### config.mk
export PLATFORM = sky130hd
export DESIGN_NAME = dot_channel_ctrl
export DESIGN_NICKNAME = d
export VERILOG_FILES = /design/src/rtl/dot_channel_ctrl_pkg.sv /design/src/rtl/dot_channel_ctrl_result_reg.sv /design/src/rtl/dot_channel_ctrl.sv
export SDC_FILE = /design/constraint.sdc
export NUM_CORES = 1
export LEC_CHECK = 0
export CORE_UTILIZATION = 40
export CTS_CLUSTER_SIZE = 25
export DETAILED_ROUTE_END_ITERATION = 6
export GPL_ROUTABILITY_DRIVEN = 0
export GPL_TIMING_DRIVEN = 0
export HOLD_SLACK_MARGIN = 0.03
export PLACE_DENSITY = 0.76
export SLEW_MARGIN = 40
export SYNTH_ARGS = -nofsm -noshare
export SYNTH_HDL_FRONTEND = slang
export SYNTH_HIERARCHICAL = 1
export SYNTH_SLANG_ARGS = --single-unit
### constraint.sdc
create_clock -name clk -period 1.8 [get_ports clk]
set_input_delay 0.36 -clock clk [delete_from_list [all_inputs] [get_ports clk]]
set_output_delay 0.36 -clock clk [all_outputs]
set_load 0.03 [all_outputs]
### src/rtl/dot_channel_ctrl_pkg.sv
// ---------------------------------------------------------------------------
// dot_channel_ctrl_pkg
//   Shared definitions for the dot_channel sequencer:
//     DATA_LEN_DEF  default dot-product result width
//     S_IDLE..S_FIN FSM state encoding (3-bit, legacy-compatible constants)
//     dc_dbg_t      debug snapshot of the sequencer (state, bank, guard/timeout count)
//     is_last_bank  true when the bank index is the final bank of a frame
// ---------------------------------------------------------------------------
package dot_channel_ctrl_pkg;

    localparam int DATA_LEN_DEF = 32;

    localparam logic [2:0] S_IDLE    = 3'd0;
    localparam logic [2:0] S_WAIT_IN = 3'd1;
    localparam logic [2:0] S_SETUP   = 3'd2;
    localparam logic [2:0] S_RUN     = 3'd3;
    localparam logic [2:0] S_HOLD    = 3'd4;
    localparam logic [2:0] S_FIN     = 3'd5;

    typedef struct packed {
        logic [2:0] state;
        logic [3:0] bank;
        logic [5:0] cnt;
    } dc_dbg_t;

    // The bank counter is only 4 bits wide, so the last bank is detected
    // explicitly instead of relying on a wrap back to 0.
    function automatic logic is_last_bank(input logic [3:0] bank, input int num_cs);
        return bank == 4'(num_cs - 1);
    endfunction

endpackage

### src/rtl/dot_channel_ctrl_result_reg.sv
// ---------------------------------------------------------------------------
// dot_channel_ctrl_result_reg
//   Output holding register for one dot product. A capture loads idx/data and
//   raises out_valid; the value then stays frozen until accept drops out_valid.
//   Ports:
//     clk, rst_n            clock, asynchronous active-low reset
//     capture               load cap_idx/cap_data, set out_valid
//     cap_idx, cap_data     bank index and dot product to capture
//     accept                downstream took the result (out_valid & out_ready)
//     out_valid             result available
//     out_idx, out_data     held bank index and dot product
// ---------------------------------------------------------------------------
module dot_channel_ctrl_result_reg #(
    parameter int DATA_LEN = 32
) (
    input  logic                clk,
    input  logic                rst_n,
    input  logic                capture,
    input  logic [3:0]          cap_idx,
    input  logic [DATA_LEN-1:0] cap_data,
    input  logic                accept,
    output logic                out_valid,
    output logic [3:0]          out_idx,
    output logic [DATA_LEN-1:0] out_data
);

    always_ff @(posedge clk or negedge rst_n) begin
        if (!rst_n) begin
            out_valid <= 1'b0;
            out_idx   <= 4'd0;
            out_data  <= '0;
        end else if (capture) begin
            out_valid <= 1'b1;
            out_idx   <= cap_idx;
            out_data  <= cap_data;
        end else if (accept) begin
            // idx/data are left as they were; only valid is withdrawn.
            out_valid <= 1'b0;
        end
    end

endmodule

### src/rtl/dot_channel_ctrl.sv
// ---------------------------------------------------------------------------
// dot_channel_ctrl
//   Sequencer for one dot_channel_9 datapath. For a held feature vector it
//   walks the weight bank select through 0..NUM_CS-1, pulses load per bank,
//   waits for the channel's valid and hands each dot product downstream.
//
//   Handshake rules: out_valid rises with a captured result and then holds
//   out_idx/out_data stable until a cycle where out_valid and out_ready are
//   both high; that cycle transfers the result. out_ready while out_valid is
//   low does nothing. Upstream presents in_valid with d stable; in_ready is a
//   single-cycle pulse at frame end telling upstream it may change d.
//
//   Ports:
//     clk, rst_n            clock, asynchronous active-low reset
//     start                 begin one frame (only looked at in IDLE)
//     in_valid / in_ready   feature vector stable / vector consumed pulse
//     dc_load, dc_cs        load strobe and bank select to the channel
//     dc_valid, dc_q        valid flag and dot product from the channel
//     out_valid/out_ready   result handshake; out_idx/out_data the result
//     busy                  high whenever not IDLE
//     done                  one-cycle pulse after the last bank is accepted
//     err                   sticky timeout flag, cleared by an accepted start
//     dbg                   FSM state, bank and guard/timeout counter
// ---------------------------------------------------------------------------
module dot_channel_ctrl
    import dot_channel_ctrl_pkg::*;
#(
    parameter int NUM_CS   = 9,
    parameter int DATA_LEN = DATA_LEN_DEF,
    parameter int GUARD    = 2,
    parameter int TIMEOUT  = 63
) (
    input  logic                clk,
    input  logic                rst_n,
    input  logic                start,
    input  logic                in_valid,
    output logic                in_ready,
    output logic                dc_load,
    output logic [3:0]          dc_cs,
    input  logic                dc_valid,
    input  logic [DATA_LEN-1:0] dc_q,
    output logic                out_valid,
    input  logic                out_ready,
    output logic [3:0]          out_idx,
    output logic [DATA_LEN-1:0] out_data,
    output logic                busy,
    output logic                done,
    output logic                err,
    output dc_dbg_t             dbg
);

    localparam logic [5:0] GUARD_C   = 6'(GUARD);
    localparam logic [5:0] TIMEOUT_C = 6'(TIMEOUT);

    logic [2:0] state;
    logic [3:0] bank;
    logic [5:0] cnt;
    logic       capture;
    logic       accept;
    logic       last_bank;

    // A dc_valid seen in the first GUARD RUN cycles is the previous bank's
    // flag still standing; only later ones belong to this load.
    assign capture   = (state == S_RUN) && dc_valid && (cnt >= GUARD_C);
    assign accept    = (state == S_HOLD) && out_ready;
    assign last_bank = is_last_bank(bank, NUM_CS);
    assign busy      = (state != S_IDLE);
    assign dbg       = '{state: state, bank: bank, cnt: cnt};

    always_ff @(posedge clk or negedge rst_n) begin
        if (!rst_n) begin
            state    <= S_IDLE;
            bank     <= 4'd0;
            cnt      <= 6'd0;
            dc_load  <= 1'b0;
            dc_cs    <= 4'd0;
            in_ready <= 1'b0;
            done     <= 1'b0;
            err      <= 1'b0;
        end else begin
            in_ready <= 1'b0;
            done     <= 1'b0;
            case (state)
                S_IDLE: begin
                    if (start) begin
                        state <= S_WAIT_IN;
                        err   <= 1'b0;
                        bank  <= 4'd0;
                    end
                end
                S_WAIT_IN: begin
                    if (in_valid) begin
                        state   <= S_SETUP;
                        dc_cs   <= bank;
                        dc_load <= 1'b0;
                    end
                end
                S_SETUP: begin
                    // cs has been stable for this whole cycle; raising load
                    // now gives the registered weight read time to settle and
                    // presents a clean 0->1 edge that re-inits the channel.
                    state   <= S_RUN;
                    dc_load <= 1'b1;
                    cnt     <= 6'd0;
                end
                S_RUN: begin
                    if (capture) begin
                        state   <= S_HOLD;
                        dc_load <= 1'b0;
                    end else if (cnt == TIMEOUT_C) begin
                        state   <= S_IDLE;
                        dc_load <= 1'b0;
                        err     <= 1'b1;
                    end else begin
                        cnt <= cnt + 6'd1;
                    end
                end
                S_HOLD: begin
                    if (out_ready) begin
                        if (last_bank) begin
                            state    <= S_FIN;
                            in_ready <= 1'b1;
                            done     <= 1'b1;
                        end else begin
                            state <= S_SETUP;
                            bank  <= bank + 4'd1;
                            dc_cs <= bank + 4'd1;
                        end
                    end
                end
                S_FIN: begin
                    state <= S_IDLE;
                end
                default: begin
                    state   <= S_IDLE;
                    dc_load <= 1'b0;
                end
            endcase
        end
    end

    dot_channel_ctrl_result_reg #(
        .DATA_LEN (DATA_LEN)
    ) u_result (
        .clk       (clk),
        .rst_n     (rst_n),
        .capture   (capture),
        .cap_idx   (bank),
        .cap_data  (dc_q),
        .accept    (accept),
        .out_valid (out_valid),
        .out_idx   (out_idx),
        .out_data  (out_data)
    );

endmodule

# --- Word level (Yosys, flattened, before mapping) ---
# Index checks and enable logic that the tools add are counted.
totals:
  ff_bits: 57
  in_bits: 38
  output_inout_bits: 59
  elab_cells: 75
classes:
  n_addsub: 2
  n_lt_le_gt_ge: 1
  n_eq_ne: 15
  muxes: 29
  bitwise: 1
  n_reduce_logical: 17
ops:
  columns: ["cell", "count"]
  rows:
  - ["3-bit 2-to-1 mux", 6]
  - ["4-bit 2-to-1 mux", 4]
  - ["4-bit case mux with 2 select lines", 2]
  - ["4-bit AND reduction", 4]
  - ["3-bit case mux with 5 select lines", 1]
  - ["6-bit 2-to-1 mux", 2]
  - ["2-bit != test, second input constant", 6]
  - ["6-bit case mux with 2 select lines", 1]
  - ["1-bit 2-to-1 mux", 11]
  - ["2-bit nonzero test", 5]
  - ["6-bit by 1-bit adder with 6-bit output, second input constant", 1]
  - ["3-bit by 2-bit equality test with 1-bit output, second input constant", 2]
  - ["3-bit equality test, second input constant", 2]
  - ["6-bit equality test, second input constant", 1]
  - ["6-bit by 2-bit >= comparator with 1-bit output, second input constant", 1]
  - ["3-bit AND reduction", 2]
  - ["4-bit by 1-bit adder with 4-bit output, second input constant", 1]
  - ["4-bit equality test, second input constant", 1]
  - ["1-bit case mux with 4 select lines", 1]
  - ["3-bit by 1-bit equality test with 1-bit output, second input constant", 1]
  - ["1-bit logical AND", 3]
  - ["3-bit logical NOT", 1]
  - ["3-bit by 2-bit != test with 1-bit output, second input constant", 1]
  - ["3-bit nonzero test", 1]
  - ["other kinds (4)", 4]

# --- Logic depth before layout (Yosys ltp) ---
logic_depth:
  word_depth: 5
  ltp_mapped: 8
  depth_no_buf: 7

# --- Hierarchy ---
# The synthesis kept the hierarchy.
by_module_without_submodules:
  columns: ["module", "instances", "cells_each", "area_each_um2", "seq_area_each_um2"]
  rows:
  - ["dot_channel_ctrl_result_reg", 1, 79, 1522.7, 925.9]
  - ["dot_channel_ctrl", 1, 123, 1139.8, 500.5]

# --- Least setup slack after synthesis ---
# Ideal clock, no wire load.
synth_path:
  path_type: "reg2reg"
  start: "register cnt[0]"
  end: "register u_result.out_data[10]"
  t_arrival_ns: 2.058
  required_time_ns: 1.675
  slack_ns: -0.383
  path_stages_with_launch: 9
  synth_period_minus_slack_ns: 2.183
  cell_sequence: "dfrtp_1 inv_1 ha_1 nor4_2 a21boi_1 and3_1 buf_6 buf_12 mux2_4"
synth_via:
  elab_chain_len: 2
synth_rtl:
  columns: ["item", "line", "rtl"]
  rows:
  - ["from (decl)", "dot_channel_ctrl.sv:57", "logic [5:0] cnt;"]
  - ["from (signal assigned)", "dot_channel_ctrl.sv:115", "cnt <= cnt + 6'd1;"]
  - ["6-bit by 2-bit >= comparator with 1-bit output", "dot_channel_ctrl.sv:64", "assign capture = (state == S_RUN) && dc_valid && (cnt >= GUARD_C);"]
  - ["1-bit logical AND", "dot_channel_ctrl.sv:64", null]
  - ["net capture", "dot_channel_ctrl.sv:58", "logic capture;"]
  - ["to (signal assigned)", "dot_channel_ctrl_result_reg.sv:35", "out_data <= cap_data;"]
  - ["to (decl)", "dot_channel_ctrl_result_reg.sv:24", "output logic [DATA_LEN-1:0] out_data"]
# The timed path passes the listed nets, and every way through them passes these cells.
# A chain may end at the register's enable or synchronous reset.

# --- Final worst setup path ---
layout_path:
  start: "register cnt[1]"
  end: "register cnt[5]"
layout_via:
  elab_chain_len: 4
  elab_cells_between_ends: 10
  cone_classes: "add/sub: 1; order compare: 1; eq/ne: 3; mux: 3; reduce/logical: 2"
layout_rtl:
  columns: ["item", "line"]
  rows:
  - ["6-bit by 1-bit adder with 6-bit output / 6-bit by 2-bit >= comparator with 1-bit output (equally long branches)", "dot_channel_ctrl.sv:115, dot_channel_ctrl.sv:64"]
  - ["6-bit 2-to-1 mux / 1-bit logical AND (equally long branches)", "dot_channel_ctrl.sv:110, dot_channel_ctrl.sv:64"]
  - ["6-bit 2-to-1 mux / 2-bit != test (equally long branches)", null]
  - ["6-bit case mux with 2 select lines / 3-bit AND reduction (equally long branches)", null]
# Several ways; a longest one is shown, not always the timed one. The select of a mux whose other input is x is not followed.

==> summary.md <==
| Metric | Value |
|---|---|
| Outcome | complete, but fails checks |
| Crit-path cells | buf_4 > buf_4 > ha_2 > nand3_1 > o21ai_2 > nor3_2 > nand3_1 > mux2_4 |
| Share of layout cells above drive strength 1 | a little over a third |
| RSZ-0062 raised after global routing | yes |
| Post-synth EDFFs | 0 |
| Count leader, synth | dfrtp_1 |
| Worst Tran Pin Value | approximately 440 ps |
| Die footprint | 6990 um2 |
| CTS buffer count | 9 |
| Post-synthesis adder-cell area fraction | 2.35% |
| Crit Path Category | reg2reg |
| Vias in the first global route | 1,991 |
| Crit path required time | approximately 2000 ps |
| Core Util, Final | 66.3% |
| Area occupied by multi-input gates | 1190 um2 |
| CP bufs+invs | 2 |
| Lkg Pwr | 1.95 nW |
| Clock Path Buffers | 2 |
| Sinks on the clock net | 57 |
| Largest cells by area after synthesis | dfrtp_1, mux2_4, mux2_2 |
| Startpoint Class | flop |
| Effective utilization at floorplan | around two fifths |
| Finish-stage setup viols | 32 |
| Simple-Gate Fraction of Synth Area | a little under a tenth |
| I/O pin cnt | between 90 and 100 |
| R2R setup slack | -60 ps |
| Final nets | roughly 370 |
| Largest net degree at the start of global routing | 30 |
| Clock Latency Late Sink | ~330 ps |
| Post-route ant nets | 0 |
| Post-synth ARST share | 100% |
| Clock transition at path regs | approximately 60 ps |
| Vias per Instance | 4.89 |
| Failing checks | setup timing |
| Family with the most delay on the worst path | simple AND/OR/NAND/NOR gates |
| Worst setup path endpoint | cnt[5]$_DFFE_PN0P_ |
| Largest family of logic cells by synthesized area | multiplexers |
| Vias | roughly 2,000 |
| Area delta synth->final | 59.1% |
| Top_reg_cell synth | dfrtp_1 |
| Initial antenna violation count | 0 |
| Compound-Gate Fraction of Synth Area | between 7 and 8% |
| Post-synth top area share | between 50% and 60% |
| PwrDens | between 1500 and 2000 nW/um2 |
| Reg2Reg Launch Point | cnt[1]$_DFFE_PN0P_ |
| Final WS setup | -60.9 ps |
| Yosys Warn Count | 6 |
| Rows | 29 |
| Flop pwr share | between 20% and 30% |
| Root buffer cell | clkbuf_8 |
| Crit. End Element | flop |
| First-pass GRT wire length | 10,100 um |
| Die Y | ~84 um |
| Clock group share of total power | between 10% and 20% |
| Post-layout minimum cycle time | 1860 ps |
| Worst Path Max Fanout | 5 |
| Synthesized area per cell | approximately 13 um2 |
| Slew Viols, Final | 0 |
| GRT overflow | 0 |
| Net Sw Frac | a little under two fifths |
| Die width | between 80 and 90 um |
| Total Power | around 7.4 mW |
| Worst path depth | 8 |
| Total Wirelength | around 6400 um |
| Post-synthesis mux area share | between 20% and 30% |
| Slowest CP cell | dfrtp_2 |
| TritonCTS clock tree | done |
| Tcrit/Tclk final | 103% |
| Synth unique cells | 39 |
| Worst Hold Class | reg2reg |
| Skew final | about 5.8 ps |
| Max-Cap Viols | 0 |
| Xor/xnor share of the synthesized area | around 1.6% |
| Max H-tree Level | 3 |
| Final Hold Viols | 0 |
| Ant diodes | 0 |
| IO buf count | 96 |
| Reg area | 1440 um2 |
| P_sw | between 2 and 3 mW |
| Data arrival time of the worst path | approximately 2100 ps |
| Seq/Total Area, Yosys | a little over half |
| Total track usage | around 19% |
| Internal power | about 4.6 mW |
| Syn Nets | 245 |
| # DRC | 0 |
| Cell taking the most area after synthesis | dfrtp_1 |
| Reg2reg end | cnt[5]$_DFFE_PN0P_ |
| Routed len/inst | 15.5 um |
| Mapped Cells | ~200 |
| FF+latch count, synth | 57 |
| Top cells by count, synth | dfrtp_1, mux2_4, nor2_1 |
| Mapped cell area | approximately 2700 um2 |
| Layout fillers | around 480 |
| Peak supply drop | ~1200 uV |
| DR iter-0 viols | 80 |
| Core ar. | approximately 6400 um2 |
| Final HPWL DP | between 4000 and 5000 um |
| Pre-antenna DRT Iters | 4 |
| Logic pwr share | around 54% |
| Reg2Reg Depth | 8 |
| Setup crit start | cnt[1]$_DFFE_PN0P_ |
| Achievable clock frequency | approximately 540 MHz |
| Crit-path max cell delay | approximately 420 ps |
| Slew HR | a little over two thirds |
## registers in the layout, summed over array words and instances (netlist names)
name                count
u_result/out_idx        4
err                     1
u_result/out_valid      1
done                    1
bank                    4
dc_cs                   4
cnt                     6
u_result/out_data      32
dc_load                 1
state                   3
## routing by layer
layer | up-vias | global-route usage [%] | routed length [um]
li1 | 958 | - | -
met1 | 982 | 22.8 | 2670
met2 | 56 | 29.9 | 3280
met3 | 9 | 7.32 | 321
met4 | 0 | 5.70 | 96
met5 | - | 0 | 0
## layout make-up
class                           instances  area share (%)
Sequential cell                        57            33.9
Tap cell                               77            2.27
Clock inverter                          5            1.83
Buffer                                  7            2.39
Inverter                                8           0.709
Clock buffer                           11            3.57
Timing Repair Buffer                  116            27.1
Multi-Input combinational cell        129            28.2
## stage by stage
step                      std cells  area [um2]  setup TNS [ps]  hold WS, ps  setup slack, ps
after floorplan                 202        2690           -2030         64.4            -70.5
after global placement          375        3750          -95940          465            -1680
after detailed placement        376        3770          -11550          318             -336
after CTS                       395        4060           -1300          492            -65.6
after global routing            410        4240           -3660          516             -130
final                           410        4240           -1270          486            -60.9
## power by group through the flow
stage	registers, mW	logic [mW]	clock network [mW]
finish	2.08	3.98	1.36
global route	2.15	4.18	1.46
CTS	2.11	3.69	1.40
detailed placement	2.12	3.61	0
global placement	2.10	3.57	0
floorplan	3.05	1.32	0
## worst min-delay path by stage
stage / from / to / slack (ps) / depth (start not counted)
5_1_grt: rst_n / u_result/out_data[16]$_DFFE_PN0P_ / 520 / 2
3_5_place_dp: rst_n / u_result/out_data[12]$_DFFE_PN0P_ / 320 / 1
4_1_cts: u_result/out_valid$_DFFE_PN0P_ / u_result/out_valid$_DFFE_PN0P_ / 490 / 1
3_3_place_gp: u_result/out_valid$_DFFE_PN0P_ / u_result/out_valid$_DFFE_PN0P_ / 470 / 1
2_1_floorplan: rst_n / bank[0]$_DFFE_PN0P_ / 60 / 0
6_report: u_result/out_valid$_DFFE_PN0P_ / u_result/out_valid$_DFFE_PN0P_ / 490 / 1
## cell usage in the layout (no fill, tap or decap), types with 2 or more instances in the layout
cell             instances
a21oi_1                  4
a22o_1                   3
buf_12                   5
buf_4                   19
buf_6                    2
bufinv_16                2
clkbuf_8                11
clkdlybuf4s50_1         80
clkinv_2                 2
dfrtp_1                 49
dfrtp_2                  8
dlygate4sd2_1           11
dlymetal6s2s_1           3
ha_1                     3
inv_1                    4
inv_2                    4
mux2_2                   9
mux2_4                  30
nand2_1                 11
nand2b_1                 2
nand3_1                  6
nand3b_1                 2
nor2_1                  14
nor2b_1                  2
o21ai_0                  7
o21ai_2                  6
or3_4                    2
xnor2_1                  5
## timing repair
item,4_1_cts,5_1_grt
pin swaps,1,11
setup buffers,2,15
gates resized for setup,27,29
hold buffers,1,0
hold endpoints to repair,28,0
gates cloned,0,1
setup endpoints to repair,51,42
## cell families after synthesis
family                     after synthesis
AOI/OAI and AO/OA                       30
xor gates and xnor gates                 5
adders and majority gates                5
buffers and inverters                   16
DFF                                     57
muxes                                   40
and+or+nand+nor                         49
Power figures use the tool's default switching activity.
